==> config.mk <==
export PLATFORM = sky130hd
export DESIGN_NAME = rf_wb_arbiter_flat
export DESIGN_NICKNAME = d
export VERILOG_FILES = /design/src/rtl/rf_wb_arbiter_if.sv /design/src/rtl/rf_wb_arbiter.sv /design/src/flat_wrapper.sv
export SDC_FILE = /design/constraint.sdc
export NUM_CORES = 1
export LEC_CHECK = 0
export BUFFER_PORTS_ARGS = -buffer_cell sky130_fd_sc_hd__buf_2
export CAP_MARGIN = 25
export CORE_AREA = 2 2 154 156
export DETAILED_ROUTE_END_ITERATION = 8
export DIE_AREA = 0 0 156 158
export GPL_TIMING_DRIVEN = 1
export HOLD_SLACK_MARGIN = 0.12
export PLACE_DENSITY = 0.54
export REMOVE_ABC_BUFFERS = 1
export SYNTH_ARGS = -nofsm -noshare
export SYNTH_HDL_FRONTEND = slang
export SYNTH_SLANG_ARGS = --single-unit
==> constraint.sdc <==
create_clock -name clk -period 4.1 [get_ports clk]
set_clock_uncertainty 0.05 [all_clocks]
set_input_delay 0.41 -clock clk [delete_from_list [all_inputs] [get_ports clk]]
set_output_delay 0.41 -clock clk [all_outputs]
set_load 0.01 [all_outputs]
==> src/rtl/rf_wb_arbiter_if.sv <==
// Bundle of the writeback, secondary-writer, issue and register-file signals
// around the writeback arbiter. The slave modport is the arbiter's view; the
// master modport is the view of everything surrounding it.
interface rf_wb_arbiter_if #(
    parameter int NREQ = 3
) ();
    logic                   pipe_we;
    logic [4:0]             pipe_dst;
    logic [63:0]            pipe_wd;
    logic [NREQ-1:0]        req_valid;
    logic [5*NREQ-1:0]      req_dst;
    logic [64*NREQ-1:0]     req_wd;
    logic [NREQ-1:0]        req_ready;
    logic                   iss_valid;
    logic [4:0]             iss_dst;
    logic                   regwrite_wb;
    logic [4:0]             dst_wb;
    logic [63:0]            regwd_wb;
    logic [31:0]            busy;
    logic                   pipe_stall;

    modport slave (
        input  pipe_we, pipe_dst, pipe_wd,
        input  req_valid, req_dst, req_wd,
        input  iss_valid, iss_dst,
        output req_ready,
        output regwrite_wb, dst_wb, regwd_wb, busy, pipe_stall
    );

    modport master (
        output pipe_we, pipe_dst, pipe_wd,
        output req_valid, req_dst, req_wd,
        output iss_valid, iss_dst,
        input  req_ready,
        input  regwrite_wb, dst_wb, regwd_wb, busy, pipe_stall
    );
endinterface

==> src/rtl/rf_wb_arbiter.sv <==
// Register-file write-port arbiter. The pipeline writeback always owns the
// port when it writes a real register; otherwise secondary writers share it
// round-robin. A 32-bit scoreboard tracks long-latency results in flight, and
// a starvation counter asks the pipeline for a bubble when secondaries wait
// too long.
module rf_wb_arbiter #(
    parameter int NREQ       = 3,
    parameter int STARVE_LIM = 4
) (
    input  logic            clk,
    input  logic            rstn,
    rf_wb_arbiter_if.slave  bus
);
    localparam int             PW   = (NREQ > 1) ? $clog2(NREQ) : 1;
    localparam logic [PW-1:0]  LAST = PW'(NREQ - 1);
    localparam logic [3:0]     LIM  = 4'(STARVE_LIM);

    logic             pipe_eff_s;
    logic             found_s;
    logic [PW-1:0]    gidx_s;
    logic [PW-1:0]    idx_s;
    logic [NREQ-1:0]  ready_s;
    logic [4:0]       gdst_s;
    logic [63:0]      gwd_s;

    logic             regwrite_q, regwrite_d;
    logic [4:0]       dst_q, dst_d;
    logic [63:0]      regwd_q, regwd_d;
    logic [31:0]      busy_q, busy_d;
    logic [PW-1:0]    ptr_q, ptr_d;
    logic [3:0]       cnt_q, cnt_d;

    // A pipeline write to x0 is a no-op and must not block the secondaries.
    assign pipe_eff_s = bus.pipe_we & (bus.pipe_dst != 5'd0);

    // Round-robin search: walk the requesters from the pointer, wrapping, and take the first valid one.
    always_comb begin
        found_s = 1'b0;
        gidx_s  = '0;
        idx_s   = ptr_q;
        for (int k = 0; k < NREQ; k++) begin
            if (!found_s && !pipe_eff_s && bus.req_valid[idx_s]) begin
                found_s = 1'b1;
                gidx_s  = idx_s;
            end else begin
                found_s = found_s;
            end
            if (idx_s == LAST) begin
                idx_s = '0;
            end else begin
                idx_s = idx_s + PW'(1);
            end
        end
    end

    // One-hot ready for the winner and selection of its destination and data.
    always_comb begin
        ready_s = '0;
        gdst_s  = 5'd0;
        gwd_s   = 64'd0;
        if (found_s) begin
            ready_s[gidx_s] = 1'b1;
            gdst_s          = bus.req_dst[32'(gidx_s) * 32'd5 +: 5];
            gwd_s           = bus.req_wd[32'(gidx_s) * 32'd64 +: 64];
        end else begin
            ready_s = '0;
        end
    end

    // Next-state for the write port, pointer, starvation counter and scoreboard.
    always_comb begin
        regwrite_d = 1'b0;
        dst_d      = dst_q;
        regwd_d    = regwd_q;
        ptr_d      = ptr_q;
        cnt_d      = cnt_q;
        busy_d     = busy_q;

        if (pipe_eff_s) begin
            regwrite_d = 1'b1;
            dst_d      = bus.pipe_dst;
            regwd_d    = bus.pipe_wd;
        end else if (found_s) begin
            // A granted write to x0 still consumes the slot but writes nothing.
            regwrite_d = (gdst_s != 5'd0);
            dst_d      = gdst_s;
            regwd_d    = gwd_s;
            ptr_d      = (gidx_s == LAST) ? '0 : gidx_s + PW'(1);
        end else begin
            regwrite_d = 1'b0;
        end

        if (found_s) begin
            cnt_d = 4'd0;
        end else if (|bus.req_valid) begin
            cnt_d = (cnt_q < LIM) ? cnt_q + 4'd1 : cnt_q;
        end else begin
            cnt_d = 4'd0;
        end

        // Clear first, then set, so a newly issued op to the same register wins.
        if (found_s && (gdst_s != 5'd0)) begin
            busy_d[gdst_s] = 1'b0;
        end else begin
            busy_d = busy_q;
        end
        if (bus.iss_valid && (bus.iss_dst != 5'd0)) begin
            busy_d[bus.iss_dst] = 1'b1;
        end else begin
            busy_d[0] = 1'b0;
        end
        busy_d[0] = 1'b0;
    end

    // State registers; reset discards any in-flight write and all pending bits.
    always_ff @(posedge clk or negedge rstn) begin
        if (!rstn) begin
            regwrite_q <= 1'b0;
            dst_q      <= 5'd0;
            regwd_q    <= 64'd0;
            busy_q     <= 32'd0;
            ptr_q      <= '0;
            cnt_q      <= 4'd0;
        end else begin
            regwrite_q <= regwrite_d;
            dst_q      <= dst_d;
            regwd_q    <= regwd_d;
            busy_q     <= busy_d;
            ptr_q      <= ptr_d;
            cnt_q      <= cnt_d;
        end
    end

    assign bus.req_ready   = ready_s;
    assign bus.regwrite_wb = regwrite_q;
    assign bus.dst_wb      = dst_q;
    assign bus.regwd_wb    = regwd_q;
    assign bus.busy        = busy_q;
    assign bus.pipe_stall  = (cnt_q == LIM);
endmodule

==> src/flat_wrapper.sv <==
// flat-port wrapper written by rule: the top's interface ports become plain ports
module rf_wb_arbiter_flat 
#(
    parameter int NREQ       = 3,
    parameter int STARVE_LIM = 4
)
  (clk, rstn, bus_pipe_we, bus_pipe_dst, bus_pipe_wd, bus_req_valid, bus_req_dst, bus_req_wd, bus_iss_valid, bus_iss_dst, bus_req_ready, bus_regwrite_wb, bus_dst_wb, bus_regwd_wb, bus_busy, bus_pipe_stall);
  rf_wb_arbiter_if #(.NREQ(NREQ)) bus_i ();
  input  logic clk;
  input  logic rstn;
  input wire logic [$bits(bus_i.pipe_we)-1:0] bus_pipe_we;
  input wire logic [$bits(bus_i.pipe_dst)-1:0] bus_pipe_dst;
  input wire logic [$bits(bus_i.pipe_wd)-1:0] bus_pipe_wd;
  input wire logic [$bits(bus_i.req_valid)-1:0] bus_req_valid;
  input wire logic [$bits(bus_i.req_dst)-1:0] bus_req_dst;
  input wire logic [$bits(bus_i.req_wd)-1:0] bus_req_wd;
  input wire logic [$bits(bus_i.iss_valid)-1:0] bus_iss_valid;
  input wire logic [$bits(bus_i.iss_dst)-1:0] bus_iss_dst;
  output wire logic [$bits(bus_i.req_ready)-1:0] bus_req_ready;
  output wire logic [$bits(bus_i.regwrite_wb)-1:0] bus_regwrite_wb;
  output wire logic [$bits(bus_i.dst_wb)-1:0] bus_dst_wb;
  output wire logic [$bits(bus_i.regwd_wb)-1:0] bus_regwd_wb;
  output wire logic [$bits(bus_i.busy)-1:0] bus_busy;
  output wire logic [$bits(bus_i.pipe_stall)-1:0] bus_pipe_stall;
  assign bus_i.pipe_we = bus_pipe_we;
  assign bus_i.pipe_dst = bus_pipe_dst;
  assign bus_i.pipe_wd = bus_pipe_wd;
  assign bus_i.req_valid = bus_req_valid;
  assign bus_i.req_dst = bus_req_dst;
  assign bus_i.req_wd = bus_req_wd;
  assign bus_i.iss_valid = bus_iss_valid;
  assign bus_i.iss_dst = bus_iss_dst;
  assign bus_req_ready = bus_i.req_ready;
  assign bus_regwrite_wb = bus_i.regwrite_wb;
  assign bus_dst_wb = bus_i.dst_wb;
  assign bus_regwd_wb = bus_i.regwd_wb;
  assign bus_busy = bus_i.busy;
  assign bus_pipe_stall = bus_i.pipe_stall;
  rf_wb_arbiter #(.NREQ(NREQ), .STARVE_LIM(STARVE_LIM)) u_core (.clk(clk), .rstn(rstn), .bus(bus_i));
endmodule
* Word level (Yosys, flattened, before mapping)
Index checks and enable logic that the tools add are counted.
Operators by class: bitwise logic cells 5, reductions and logical operators 19, add/sub/neg operators 4, $mul 1, shifts and indexed selects 2, divide/modulo/power cells 0, mux-type cells 34, magnitude comparators 10, equality and inequality tests 5
Operators by type and width (count):
- indexed part select 192 x 9 -> 64 bit | 1
- two-way mux 64 bit | 2
- AND 32 bit | 1
- two-way mux 32 bit | 1
- NOT 32 bit | 1
- bitwise OR 32 bit | 1
- two-way mux 31 bit | 1
- two-way mux 5 bit | 3
- nonzero test 5 bit | 3
- indexed part select 15 x 6 -> 5 bit | 1
- less-than comparator 2 x 3 -> 1 bit, second input constant | 4
- less-than comparator 5 x 6 -> 1 bit, second input constant | 2
- two-way mux 2 bit | 6
- two-way mux 4 bit | 3
- two-way mux 1 bit | 11
- demux 1 bit (select 5 bit) | 2
- >= comparator 5 x 1 -> 1 bit, second input constant | 2
- logical AND 1 bit | 10
- adder 2 x 1 -> 2 bit, second input constant | 3
- binary-select mux 1 bit (select 2 bit) | 3
- == test 2 bit, second input constant | 3
- multiplier 2 x 3 -> 5 bit, second input constant | 1
- adder 4 x 1 -> 4 bit, second input constant | 1
- == test 4 x 3 -> 1 bit, second input constant | 1
- other kinds (11) | 13
Word-level totals: latch bits 0, bits in writable memories 0, bits in read-only memories 0, memories kept 0, register bits after elaboration 107, logic and storage cells 86, output and inout port bits 106

* Logic depth before layout (Yosys ltp)
Gate-level depths: netlist (run 1).
depth after elaboration 25, gate-level depth with buffers 9

* Worst setup path after synthesis (run 1)
No wires, ideal clock.
path type input to register, from input port bus_pipe_dst[0], to register u_core.busy_q[22] (netlist: u_core.bus.busy[22]), cell stages on the path 7, arrival 2.210 ns, required time 3.931 ns, path slack 1.721 ns, library setup time 0.119 ns, cell sequence or4_4 o21a_1 buf_6 a31o_4 or4_4 o21ai_1 nand2_1
On the way: longest elaborated chain between the ends 25, elaborated cells on any way between the ends 31, those cells by class mul: 1; order compare: 2; shift: 1; mux: 11; bitwise: 4; reduce/logical: 12
RTL lines:
- from (decl) | line flat_wrapper.sv:12 | input wire logic [$bits(bus_i.pipe_dst)-1:0] bus_pipe_dst;
- nonzero test 5 bit * | line rf_wb_arbiter.sv:34 | assign pipe_eff_s = bus.pipe_we & (bus.pipe_dst != 5'd0);
- AND 1 bit * | line rf_wb_arbiter.sv:34
- logical NOT 1 bit * | line rf_wb_arbiter.sv:42 | if (!found_s && !pipe_eff_s && bus.req_valid[idx_s]) begin
- logical AND 1 bit | line rf_wb_arbiter.sv:42
- two-way mux 1 bit | line rf_wb_arbiter.sv:42
- logical NOT 1 bit | line rf_wb_arbiter.sv:42
- logical AND 1 bit (2 in a row) | line rf_wb_arbiter.sv:42
- two-way mux 1 bit | line rf_wb_arbiter.sv:42
- [... 9 more ...]
- two-way mux 1 bit (not written as such) | line rf_wb_arbiter.sv:103 | busy_d[gdst_s] = 1'b0;
- demux 1 bit (select 5 bit)
- NOT 32 bit (no line)
- AND 32 bit (no line)
- two-way mux 32 bit * | line rf_wb_arbiter.sv:102 | if (found_s && (gdst_s != 5'd0)) begin
- bitwise OR 32 bit (no line)
- two-way mux 31 bit * | line rf_wb_arbiter.sv:107 | if (bus.iss_valid && (bus.iss_dst != 5'd0)) begin
- named net u_core.busy_d[22] | line rf_wb_arbiter.sv:29 | logic [31:0] busy_q, busy_d;
- to (signal assigned) | line rf_wb_arbiter.sv:128 | busy_q <= busy_d;
- to (decl) | line rf_wb_arbiter.sv:29
The timed path passes the listed nets; every way through them passes the cells marked *. A chain may end at the register's enable or synchronous reset.

* Worst setup path after layout (run 1)
from register u_core.ptr_q[0], to output port bus_req_ready[0]
On the way: longest elaborated chain between the ends 17, elaborated cells on any way between the ends 31, those cells by class add/sub: 2; order compare: 2; eq/ne: 2; mux: 17; reduce/logical: 8
RTL lines:
- from (decl) | line rf_wb_arbiter.sv:30 | logic [PW-1:0] ptr_q, ptr_d;
- from (signal assigned) | line rf_wb_arbiter.sv:129 | ptr_q <= ptr_d;
- parallel branches: the longest is 16 deep, another holds less-than comparator 2 x 3 -> 1 bit
- two-way mux 3 bit * | line rf_wb_arbiter.sv:61 | if (found_s) begin
- to (decl) | line flat_wrapper.sv:19 | output wire logic [$bits(bus_i.req_ready)-1:0] bus_req_ready;
Every way passes the cells marked *. The select of a mux whose other input is x is not followed.

==> impl_metrics.env, run 1 <==
export IMPL_critPathCaptureType="primary output"
export IMPL_ys_top_cells_by_count="140 x nand2_1, 107 x dfrtp_1, 97 x o21ai_1"
export IMPL_p_leak_uw=0.00416
export IMPL_tns_ns=0
export IMPL_final_cell_area_um2=8340
export IMPL_core_um2=23100
export IMPL_setup_slack_ns=1.17
export IMPL_pre_cts_ws_ns=1.09
export IMPL_die_h_um=158
export IMPL_dr_pass1_iters=9
export IMPL_wl_per_cell_um=19.2
export IMPL_postSynthCellCount=693
export IMPL_crit_required_ns=3.64
export IMPL_drive_gt1_share_pct=40.8
export IMPL_synth_main_ff_cell="dfrtp_1"
export IMPL_portBuffers=392
export IMPL_avgSynthCellArea_um2=8.36
export IMPL_antenna_found_initial=8
export IMPL_crit_slowest_cell="a21boi_1"
export IMPL_max_slew_margin_rel_pct=31.1
export IMPL_layoutNonFillerInstCount=1353
export IMPL_critPathMaxStageDelay_ns=0.58
export IMPL_drv_slew=0
export IMPL_holdCritPathClass="input pin to async pin"
export IMPL_crit_type="flip-flop to primary output"
export IMPL_period_share_pct=71.5
export IMPL_clock_sinks=107
export IMPL_grt_ovfl_total=0
export IMPL_worstPathArrival_ns=2.47
export IMPL_dp_cells=1329
export IMPL_wirelength_um=26000
export IMPL_die_w_um=156
export IMPL_placed_cell_area_um2=8010
export IMPL_yosysTopAreaCell="dfrtp_1"
export IMPL_clk_latency_ns=0.36
export IMPL_grt_pass1_wl_um=38300
export IMPL_cts_resized=0
export IMPL_cts_buffers_inserted=9
export IMPL_grt_pass1_vias=6667
export IMPL_synth_most_common_cell="nand2_1"
export IMPL_h_tree_depth=3
export IMPL_ios=394
export IMPL_rows=56
export IMPL_path_buf_inv=2
export IMPL_cp_max_fo=26
export IMPL_ys_seq_elements=107
export IMPL_cts_tree="yes"
export IMPL_yosysWarnings=0
export IMPL_nets=1340
export IMPL_yosysUniqueCellTypes=48
export IMPL_violations="DRC"
export IMPL_initial_core_util_pct=25.1
export IMPL_postCtsSetupRepairBufs=0
export IMPL_area_growth_pct=43.9
export IMPL_rsz0062_at_grt="false"
export IMPL_max_cap_violations=0
export IMPL_gp_congestion=0.838
export IMPL_status="complete, but fails checks"
export IMPL_path_delay_family="simple AND/OR/NAND/NOR gates"
export IMPL_startpoint_type="flip-flop"
export IMPL_worst_pin_slew_ns=1.03
export IMPL_synth_edf_count=0
export IMPL_fill_cells=2434
export IMPL_ys_async_sr_fraction_pct=100
export IMPL_cp_num_cells=5
export IMPL_ant_nets=0
export IMPL_hold_violations=0
export IMPL_die_area_um2=24600
export IMPL_cts_buffer_depth=2
export IMPL_vdd_drop_max_mv=0.246
export IMPL_synth_top_cell_area_share_pct=46.2
export IMPL_synth_area_leaders="dfrtp_1 46%, a222oi_1 11%, nand2_1 9.1%"
export IMPL_root_buffer="clkbuf_16"
export IMPL_hpwlAfterDp_um=19400
export IMPL_drtIter0Drc=860
export IMPL_max_freq_mhz=341
export IMPL_worstPathCellList="a21boi_1 > or3_4 > buf_4 > and3_1 > buf_2"
export IMPL_yosysSeqAreaShare_pct=46.2
export IMPL_path_clk_slew_ns=0.08
export IMPL_reg2reg_depth=7
export IMPL_powerDensity_nw_per_um2=423
export IMPL_track_usage_pct=20.2
export IMPL_routed_via_count=6910
export IMPL_vias_per_cell=5.11
export IMPL_period_needed_ns=2.93
export IMPL_ctsHoldBuffers=0
export IMPL_remaining_drc_errors=9
export IMPL_netlist_area_um2=5790
export IMPL_setup_viol=0
export IMPL_grt_max_degree=134
-- cell usage in the layout, fill, tap and decap left out, drive strengths merged, types with 2 or more instances in the layout --
cell type / synthesis / routed
and3b: 2 / 2
clkbuf: 48 / 12
ha: 2 / 2
o21ai: 101 / 101
and2: 5 / 5
a31oi: 3 / 3
nand3: 11 / 11
or4: 3 / 3
nor2: 77 / 77
nor3: 3 / 3
a31o: 2 / 2
a222oi: 64 / 64
clkinv: 0 / 2
dfrtp: 107 / 107
buf: 7 / 401
o31ai: 2 / 2
o211ai: 4 / 4
a21oi: 69 / 69
nand2b: 5 / 5
and3: 5 / 5
nor3b: 4 / 4
diode: 0 / 9
inv: 5 / 5
o2111ai: 2 / 2
or3: 2 / 2
nand2: 140 / 140
o21a: 2 / 2
a21o: 2 / 2
nand3b: 3 / 3
-- state kept, by name, indices dropped and copies added, names as in the netlist --
name	cells
u_core.bus.dst_wb	5
u_core.bus.regwd_wb	64
u_core.bus.busy	31
u_core.bus.regwrite_wb	1
u_core.cnt_q	4
u_core.ptr_q	2
-- metrics by stage --
| stage | util [%] | total power, uW | hold WS [ns] |
|---|---|---|---|
| 3_5_place_dp | 34.7 | 2620 | 0.422 |
| 6_report | 36.2 | 3530 | 0.0903 |
| 5_1_grt | 36.1 | 3770 | 0.153 |
| 3_3_place_gp | 34.7 | 2610 | 0.419 |
| 2_1_floorplan | - | 2040 | 0.0644 |
| 4_1_cts | 36.1 | 3560 | 0.120 |
-- cell type report --
class,instances,area [um2],share of cell area (%)
inverters,5,18.8,0.225
multi-input cells,526,2910,34.9
flip-flops and latches,107,2680,32.1
clock buffers,12,256,3.08
diodes,9,22.5,0.270
repair buffers,401,2040,24.5
clock inverters,3,47.5,0.570
well taps,290,363,4.35
-- final timing paths --
kind,startpoint,endpoint,slack (ns)
setup / recovery,u_core.ptr_q[0],bus_req_ready[0],1.17
hold / removal,rstn,u_core.bus.busy[6],0.09
setup reg to reg,u_core.ptr_q[0],u_core.bus.regwd_wb[51],1.18
hold reg to reg,u_core.bus.busy[14],u_core.bus.busy[14],0.45
max in group asynchronous,rstn,u_core.bus.busy[18],2.98
min in group clk,bus_pipe_dst[4],u_core.bus.dst_wb[4],0.23
-- where the power goes --
part,internal (uW),leakage [uW],switching (uW),total (uW)
Clock,508,0.000149,420,928
Combinational,511,0.00276,708,1220
Sequential,1260,0.00125,118,1380
Total,2280,0.00416,1250,3530
-- metal layers --
layer / up-vias / part of all wire (%) / global-route usage (%)
met5: - / 0.15 / 0
li1: 3286 / - / -
met3: 32 / 9.9 / 6.49
met1: 3287 / 40 / 25.1
met2: 297 / 49 / 33.9
met4: 8 / 1.2 / 5.16
-- cell families (layout without fill, tap and decap cells) --
family                   after synthesis  in the layout  share of synthesized area (%)
AO/OA/AOI/OAI                        261            261                           29.9
AND/OR/NAND/NOR                      261            261                           19.1
flip-flops                           107            107                           46.2
buffers and inverters                 60            421                           4.10
adder cells (fa/ha/maj)                2              2                          0.432
other                                  1             10                         0.0647
XOR/XNOR                               1              1                          0.151
Power figures use the tool's default switching activity.
==> run 2, diff against run 1 <==
--- a/config.mk
+++ b/config.mk
@@ -7,12 +7,12 @@
 export LEC_CHECK = 0
 export BUFFER_PORTS_ARGS = -buffer_cell sky130_fd_sc_hd__buf_2
 export CAP_MARGIN = 25
-export CORE_AREA = 2 2 154 156
+export CORE_AREA = 2 2 151 153
 export DETAILED_ROUTE_END_ITERATION = 8
-export DIE_AREA = 0 0 156 158
+export DIE_AREA = 0 0 153 155
 export GPL_TIMING_DRIVEN = 1
 export HOLD_SLACK_MARGIN = 0.12
-export PLACE_DENSITY = 0.54
+export PLACE_DENSITY = 0.58
 export REMOVE_ABC_BUFFERS = 1
 export SYNTH_ARGS = -nofsm -noshare
 export SYNTH_HDL_FRONTEND = slang
==> constraint.sdc (replaced) <==
create_clock -name clk -period 2.5 [get_ports clk]
set_clock_uncertainty 0.05 [all_clocks]
set_input_delay 0.25 -clock clk [delete_from_list [all_inputs] [get_ports clk]]
set_output_delay 0.25 -clock clk [all_outputs]
set_load 0.01 [all_outputs]
==> run 2 against run 1 <==
Net effect: the flow now finishes without violations; clock power rose by 56%; sequential power rose by 66%; largest cell class unchanged; non-clock buffer count rose by 80; global-route usage rose by 0.75 points; core utilization rose by 5.0 points; wire length rose by 0.65%; first-iteration DRC count fell by 16%.
==> impl_metrics.env, run 2 (synthesized netlist as in run 1, its figures left out) <==
export IMPL_initial_core_util_pct=26.1
export IMPL_final_cell_mix="391 x buf_2, 140 x nand2_1, 107 x dfrtp_1"
export IMPL_critPathCaptureType="flip-flop"
export IMPL_wl_met2_um=12800
export IMPL_reg2reg_depth=7
export IMPL_startpoint_type="flip-flop"
export IMPL_status="completed"
export IMPL_max_slew_margin_rel_pct=57.5
export IMPL_holdCritPathClass="input pin to flip-flop"
export IMPL_cts_buffer_depth=2
export IMPL_postCtsSetupRepairBufs=0
export IMPL_crit_required_ns=2.70
export IMPL_root_buffer="clkbuf_16"
export IMPL_hpwlAfterDp_um=19100
export IMPL_fin_util_pct=41.2
export IMPL_area_growth_pct=58.1
export IMPL_drive_gt1_share_pct=39.3
export IMPL_grt_max_degree=108
export IMPL_antenna_found_initial=7
export IMPL_final_cell_area_um2=9160
export IMPL_met1Wirelength_um=10500
export IMPL_setup_viol=0
export IMPL_portBuffers=392
export IMPL_worst_pin_slew_ns=0.637
export IMPL_rows=55
export IMPL_nets=1420
export IMPL_cts_tree="yes"
export IMPL_largest_reg_flops=64
export IMPL_clock_sinks=107
export IMPL_remaining_drc_errors=0
export IMPL_worstPathArrival_ns=2.57
export IMPL_wirelength_um=26100
export IMPL_max_cap_violations=0
export IMPL_vias_per_cell=5.14
export IMPL_drv_slew=0
export IMPL_regToRegEndpoint="u_core.bus.busy[23]"
export IMPL_grt_pass1_wl_um=39700
export IMPL_dr_pass1_iters=8
export IMPL_rsz0062_at_grt="false"
export IMPL_wl_met3_um=2170
export IMPL_hold_violations=0
export IMPL_powerDensity_nw_per_um2=642
export IMPL_cts_buffers_inserted=9
export IMPL_drtIter0Drc=719
export IMPL_die_h_um=155
export IMPL_rr_startpoint="u_core.ptr_q[0]"
export IMPL_grt_ovfl_total=0
export IMPL_vdd_drop_max_mv=0.443
export IMPL_placed_cell_area_um2=8180
export IMPL_period_share_pct=95.0
export IMPL_period_needed_ns=2.37
export IMPL_worst_hold_path_num_cells=3
export IMPL_die_w_um=153
export IMPL_top_layer_used="met5"
export IMPL_gp_congestion=0.895
export IMPL_cp_max_fo=7
export IMPL_min_to="u_core.bus.regwd_wb[16]"
export IMPL_max_freq_mhz=421
export IMPL_hold_ws_ns=0.160
export IMPL_routed_via_count=7318
export IMPL_min_from="bus_pipe_wd[16]"
export IMPL_die_area_um2=23700
export IMPL_h_tree_depth=3
export IMPL_r2r_slack_ns=0.13
export IMPL_p_leak_uw=0.00452
export IMPL_clk_latency_ns=0.35
export IMPL_grt_pass1_vias=7064
export IMPL_crit_type="flip-flop to flip-flop"
export IMPL_layout_commonest_cell="buf_2"
export IMPL_ant_nets=0
export IMPL_ios=394
export IMPL_wl_per_cell_um=18.4
export IMPL_core_um2=22200
export IMPL_path_clk_slew_ns=0.08
export IMPL_track_usage_pct=20.9
-- run 2: cell count changes in the layout (fill, tap and decap cells not counted), moves of 2 or more --
cell / change
dlygate4sd3_1: +67
buf_12: +6
buf_4: +6
diode_2: -5
inv_8: +3
clkbuf_8: -2
clkinvlp_4: +2
-- run 2: through the flow --
stage / total power [uW] / std cells / TNS, ns / worst slack, ns
2_1_floorplan: 3340 / 638 / -162.27 / -2.22
3_3_place_gp: 4340 / 1337 / 0 / 0.0483
3_5_place_dp: 4360 / 1337 / -0.00407 / -0.00407
4_1_cts: 5920 / 1420 / 0 / 0.0760
5_1_grt: 6260 / 1424 / 0 / 0.0275
6_report: 5880 / 1424 / 0 / 0.126
-- run 2: power by group --
part	leakage (uW)	switching (uW)	internal (uW)	total, uW
clock	0.000138	740	705	1450
combinational	0.00313	1180	963	2150
sequential	0.00125	219	2070	2290
-- run 2: how the worst max path moves through the flow --
stage	startpoint	endpoint	cells past startpoint
after floorplan	bus_pipe_dst[0]	u_core.bus.busy[18]	7
after global placement	bus_pipe_dst[0]	u_core.bus.busy[27]	8
after detailed placement	bus_pipe_dst[0]	u_core.bus.busy[23]	8
after CTS	u_core.ptr_q[0]	bus_req_ready[1]	6
after global routing	u_core.ptr_q[0]	u_core.bus.busy[23]	7
final	u_core.ptr_q[0]	u_core.bus.busy[23]	7
-- run 2: final cells by class --
class | count | area, um2
Fill cell | 2244 | 13100
Sequential cell | 107 | 2680
Clock buffer | 9 | 225
Timing Repair Buffer | 481 | 2900
Inverter | 5 | 18.8
Antenna cell | 4 | 10.0
Multi-Input combinational cell | 526 | 2910
Tap cell | 285 | 357
Clock inverter | 7 | 66.3
-- run 2: worst max-delay path: stages (launching register included) --
cell,delay [ns]
dfrtp_1,0.45
nand3b_1,0.23
a32o_4,0.37
nand2b_1,0.20
and2_1,0.24
or4_4,0.52
o21ai_1,0.13
nand2_1,0.07
-- run 2: per-layer routing --
| metal | global-route usage, % | up-vias |
|---|---|---|
| met4 | 6.48 | 4 |
| met3 | 4.93 | 47 |
| met5 | 0 | - |
| met1 | 26.4 | 3454 |
| met2 | 35.7 | 380 |
| li1 | - | 3433 |
-- run 2: timing repair --
item / 4_1_cts / 5_1_grt
setup endpoints to repair: 1 / 22
endpoints found under the hold margin: 173 / 0
hold buffers: 67 / 0
resized for setup: 1 / 4
==> run 3, diff against run 2 <==
--- a/config.mk
+++ b/config.mk
@@ -7,12 +7,15 @@
 export LEC_CHECK = 0
 export BUFFER_PORTS_ARGS = -buffer_cell sky130_fd_sc_hd__buf_2
 export CAP_MARGIN = 25
-export CORE_AREA = 2 2 151 153
+export CELL_PAD_IN_SITES_DETAIL_PLACEMENT = 0
+export CELL_PAD_IN_SITES_GLOBAL_PLACEMENT = 1
+export CORE_ASPECT_RATIO = 0.9
+export CORE_MARGIN = 1
+export CORE_UTILIZATION = 26
 export DETAILED_ROUTE_END_ITERATION = 8
-export DIE_AREA = 0 0 153 155
 export GPL_TIMING_DRIVEN = 1
 export HOLD_SLACK_MARGIN = 0.12
-export PLACE_DENSITY = 0.58
+export PLACE_DENSITY = 0.79
 export REMOVE_ABC_BUFFERS = 1
 export SYNTH_ARGS = -nofsm -noshare
 export SYNTH_HDL_FRONTEND = slang
==> run 3 against run 2 <==
Net effect: the run now ends with DRC left; global-route usage rose by 0.52 points; power fell by 0.31%; hold slack got worse by 0.028 ns; cell area barely moved; count of clock-buffer cells in the layout rose by 2; largest cell class is now buffers.
==> impl_metrics.env, run 3 (synthesized netlist as in run 1, its figures left out) <==
export IMPL_remaining_drc_errors=8
export IMPL_pre_cts_ws_ns=0.0195
export IMPL_report_power_total_uw=5860
export IMPL_area_growth_pct=58.2
export IMPL_status="complete, but fails checks"
export IMPL_cts_buffers_inserted=9
export IMPL_powerDensity_nw_per_um2=640
export IMPL_startpoint_type="flip-flop"
export IMPL_wirelength_um=25700
export IMPL_largest_reg_flops=64
export IMPL_die_w_um=159
export IMPL_vias_per_cell=5.10
export IMPL_drtIter0Drc=989
export IMPL_layout_commonest_cell="buf_2"
export IMPL_drive_gt1_share_pct=39.6
export IMPL_violations="DRC"
export IMPL_max_slew_margin_rel_pct=46.9
export IMPL_root_buffer="clkbuf_16"
export IMPL_rows=51
export IMPL_drv_slew=0
export IMPL_crit_required_ns=2.74
export IMPL_dr_pass1_iters=9
export IMPL_worst_pin_slew_ns=0.794
export IMPL_grt_pass1_vias=6747
export IMPL_fill_cells=2231
export IMPL_portBuffers=392
export IMPL_grt_pass1_wl_um=38000
export IMPL_setup_viol=0
export IMPL_worstPathArrival_ns=2.62
export IMPL_hold_ws_ns=0.132
export IMPL_clock_sinks=107
export IMPL_hpwlAfterDp_um=18900
export IMPL_track_usage_pct=21.5
export IMPL_routed_via_count=7320
export IMPL_cp_max_fo=8
export IMPL_hold_violations=0
export IMPL_p_leak_uw=0.00453
export IMPL_grt_ovfl_total=0
export IMPL_max_freq_mhz=422
export IMPL_antenna_found_initial=3
export IMPL_period_needed_ns=2.37
export IMPL_ios=394
export IMPL_wl_per_cell_um=17.9
export IMPL_postCtsSetupRepairBufs=0
export IMPL_core_um2=21800
export IMPL_cts_buffer_depth=2
export IMPL_clk_latency_ns=0.36
export IMPL_h_tree_depth=3
export IMPL_path_clk_slew_ns=0.08
export IMPL_period_share_pct=94.9
export IMPL_fin_util_pct=42.1
export IMPL_grt_max_degree=90
export IMPL_critPathCaptureType="flip-flop"
export IMPL_holdCritPathClass="input pin to flip-flop"
export IMPL_initial_core_util_pct=26.6
export IMPL_layoutNonFillerInstCount=1434
export IMPL_cts_tree="yes"
export IMPL_vdd_drop_max_mv=0.326
export IMPL_final_cell_mix="391 x buf_2, 140 x nand2_1, 107 x dfrtp_1"
export IMPL_die_h_um=144
export IMPL_max_cap_violations=0
export IMPL_crit_type="flip-flop to flip-flop"
export IMPL_gp_congestion=0.890
export IMPL_rsz0062_at_grt="false"
export IMPL_nets=1425
export IMPL_die_area_um2=22900
export IMPL_ant_nets=0
export IMPL_dp_cells=1350
export IMPL_setup_slack_ns=0.128
## run 3: final timing paths
path                       cells after the start                      end  slack [ns]               start
max                                            7      u_core.bus.busy[15]        0.13     u_core.ptr_q[0]
min                                            3  u_core.bus.regwd_wb[19]        0.13     bus_pipe_wd[19]
max reg2reg                                    7      u_core.bus.busy[15]        0.13     u_core.ptr_q[0]
min reg2reg                                    2       u_core.bus.busy[4]        0.46  u_core.bus.busy[4]
max in group asynchronous                      3  u_core.bus.regwd_wb[10]        1.49                rstn
min in group asynchronous                      2          u_core.ptr_q[1]        0.24                rstn
## run 3: final cells by class
| type | instances | area (um2) | area share (%) |
|---|---|---|---|
| clock buffers | 11 | 243 | 2.65 |
| clock inverters | 5 | 37.5 | 0.410 |
| flip-flops and latches | 107 | 2680 | 29.2 |
| inverters | 5 | 18.8 | 0.205 |
| well taps | 291 | 364 | 3.97 |
| diodes | 3 | 7.51 | 0.0819 |
| multi-input cells | 526 | 2910 | 31.7 |
| repair buffers | 486 | 2910 | 31.8 |
## run 3: timing repair
item / CTS / global route
endpoints found under the setup margin: 0 / 15
endpoints found under the hold margin: 171 / 0
hold buffers: 65 / 0
gates resized for setup: 0 / 2
## run 3: power by group
part           total, uW  internal (uW)  leakage [uW]  switching (uW)
registers           2300           2070       0.00125             225
clock network       1420            710      0.000132             706
logic               2150            966       0.00316            1190
total               5860           3750       0.00453            2120
## run 3: metal layers
metal,GRT usage (%),part of all wire (%),up-vias
met3,4.18,7.5,32
li1,-,-,3451
met2,34.9,47,367
met5,0,0,-
met1,28.7,43,3470
met4,6.78,2.2,0
## run 3: critical path, cell delays in order (launching register included)
cell and delay, ns:
dfrtp_1 0.45, nand3b_1 0.22, a32o_4 0.34, nand2b_1 0.18, and2_1 0.17, o21bai_1 0.62, o21ai_1 0.17, nand2_1 0.10
## run 3: per-stage QoR
stage | cell area [um2] | setup TNS (ns)
after floorplan | 5580 | -162.27
after global placement | 8220 | 0
after detailed placement | 8220 | 0
after CTS | 9150 | 0
after global routing | 9170 | 0
final | 9170 | 0
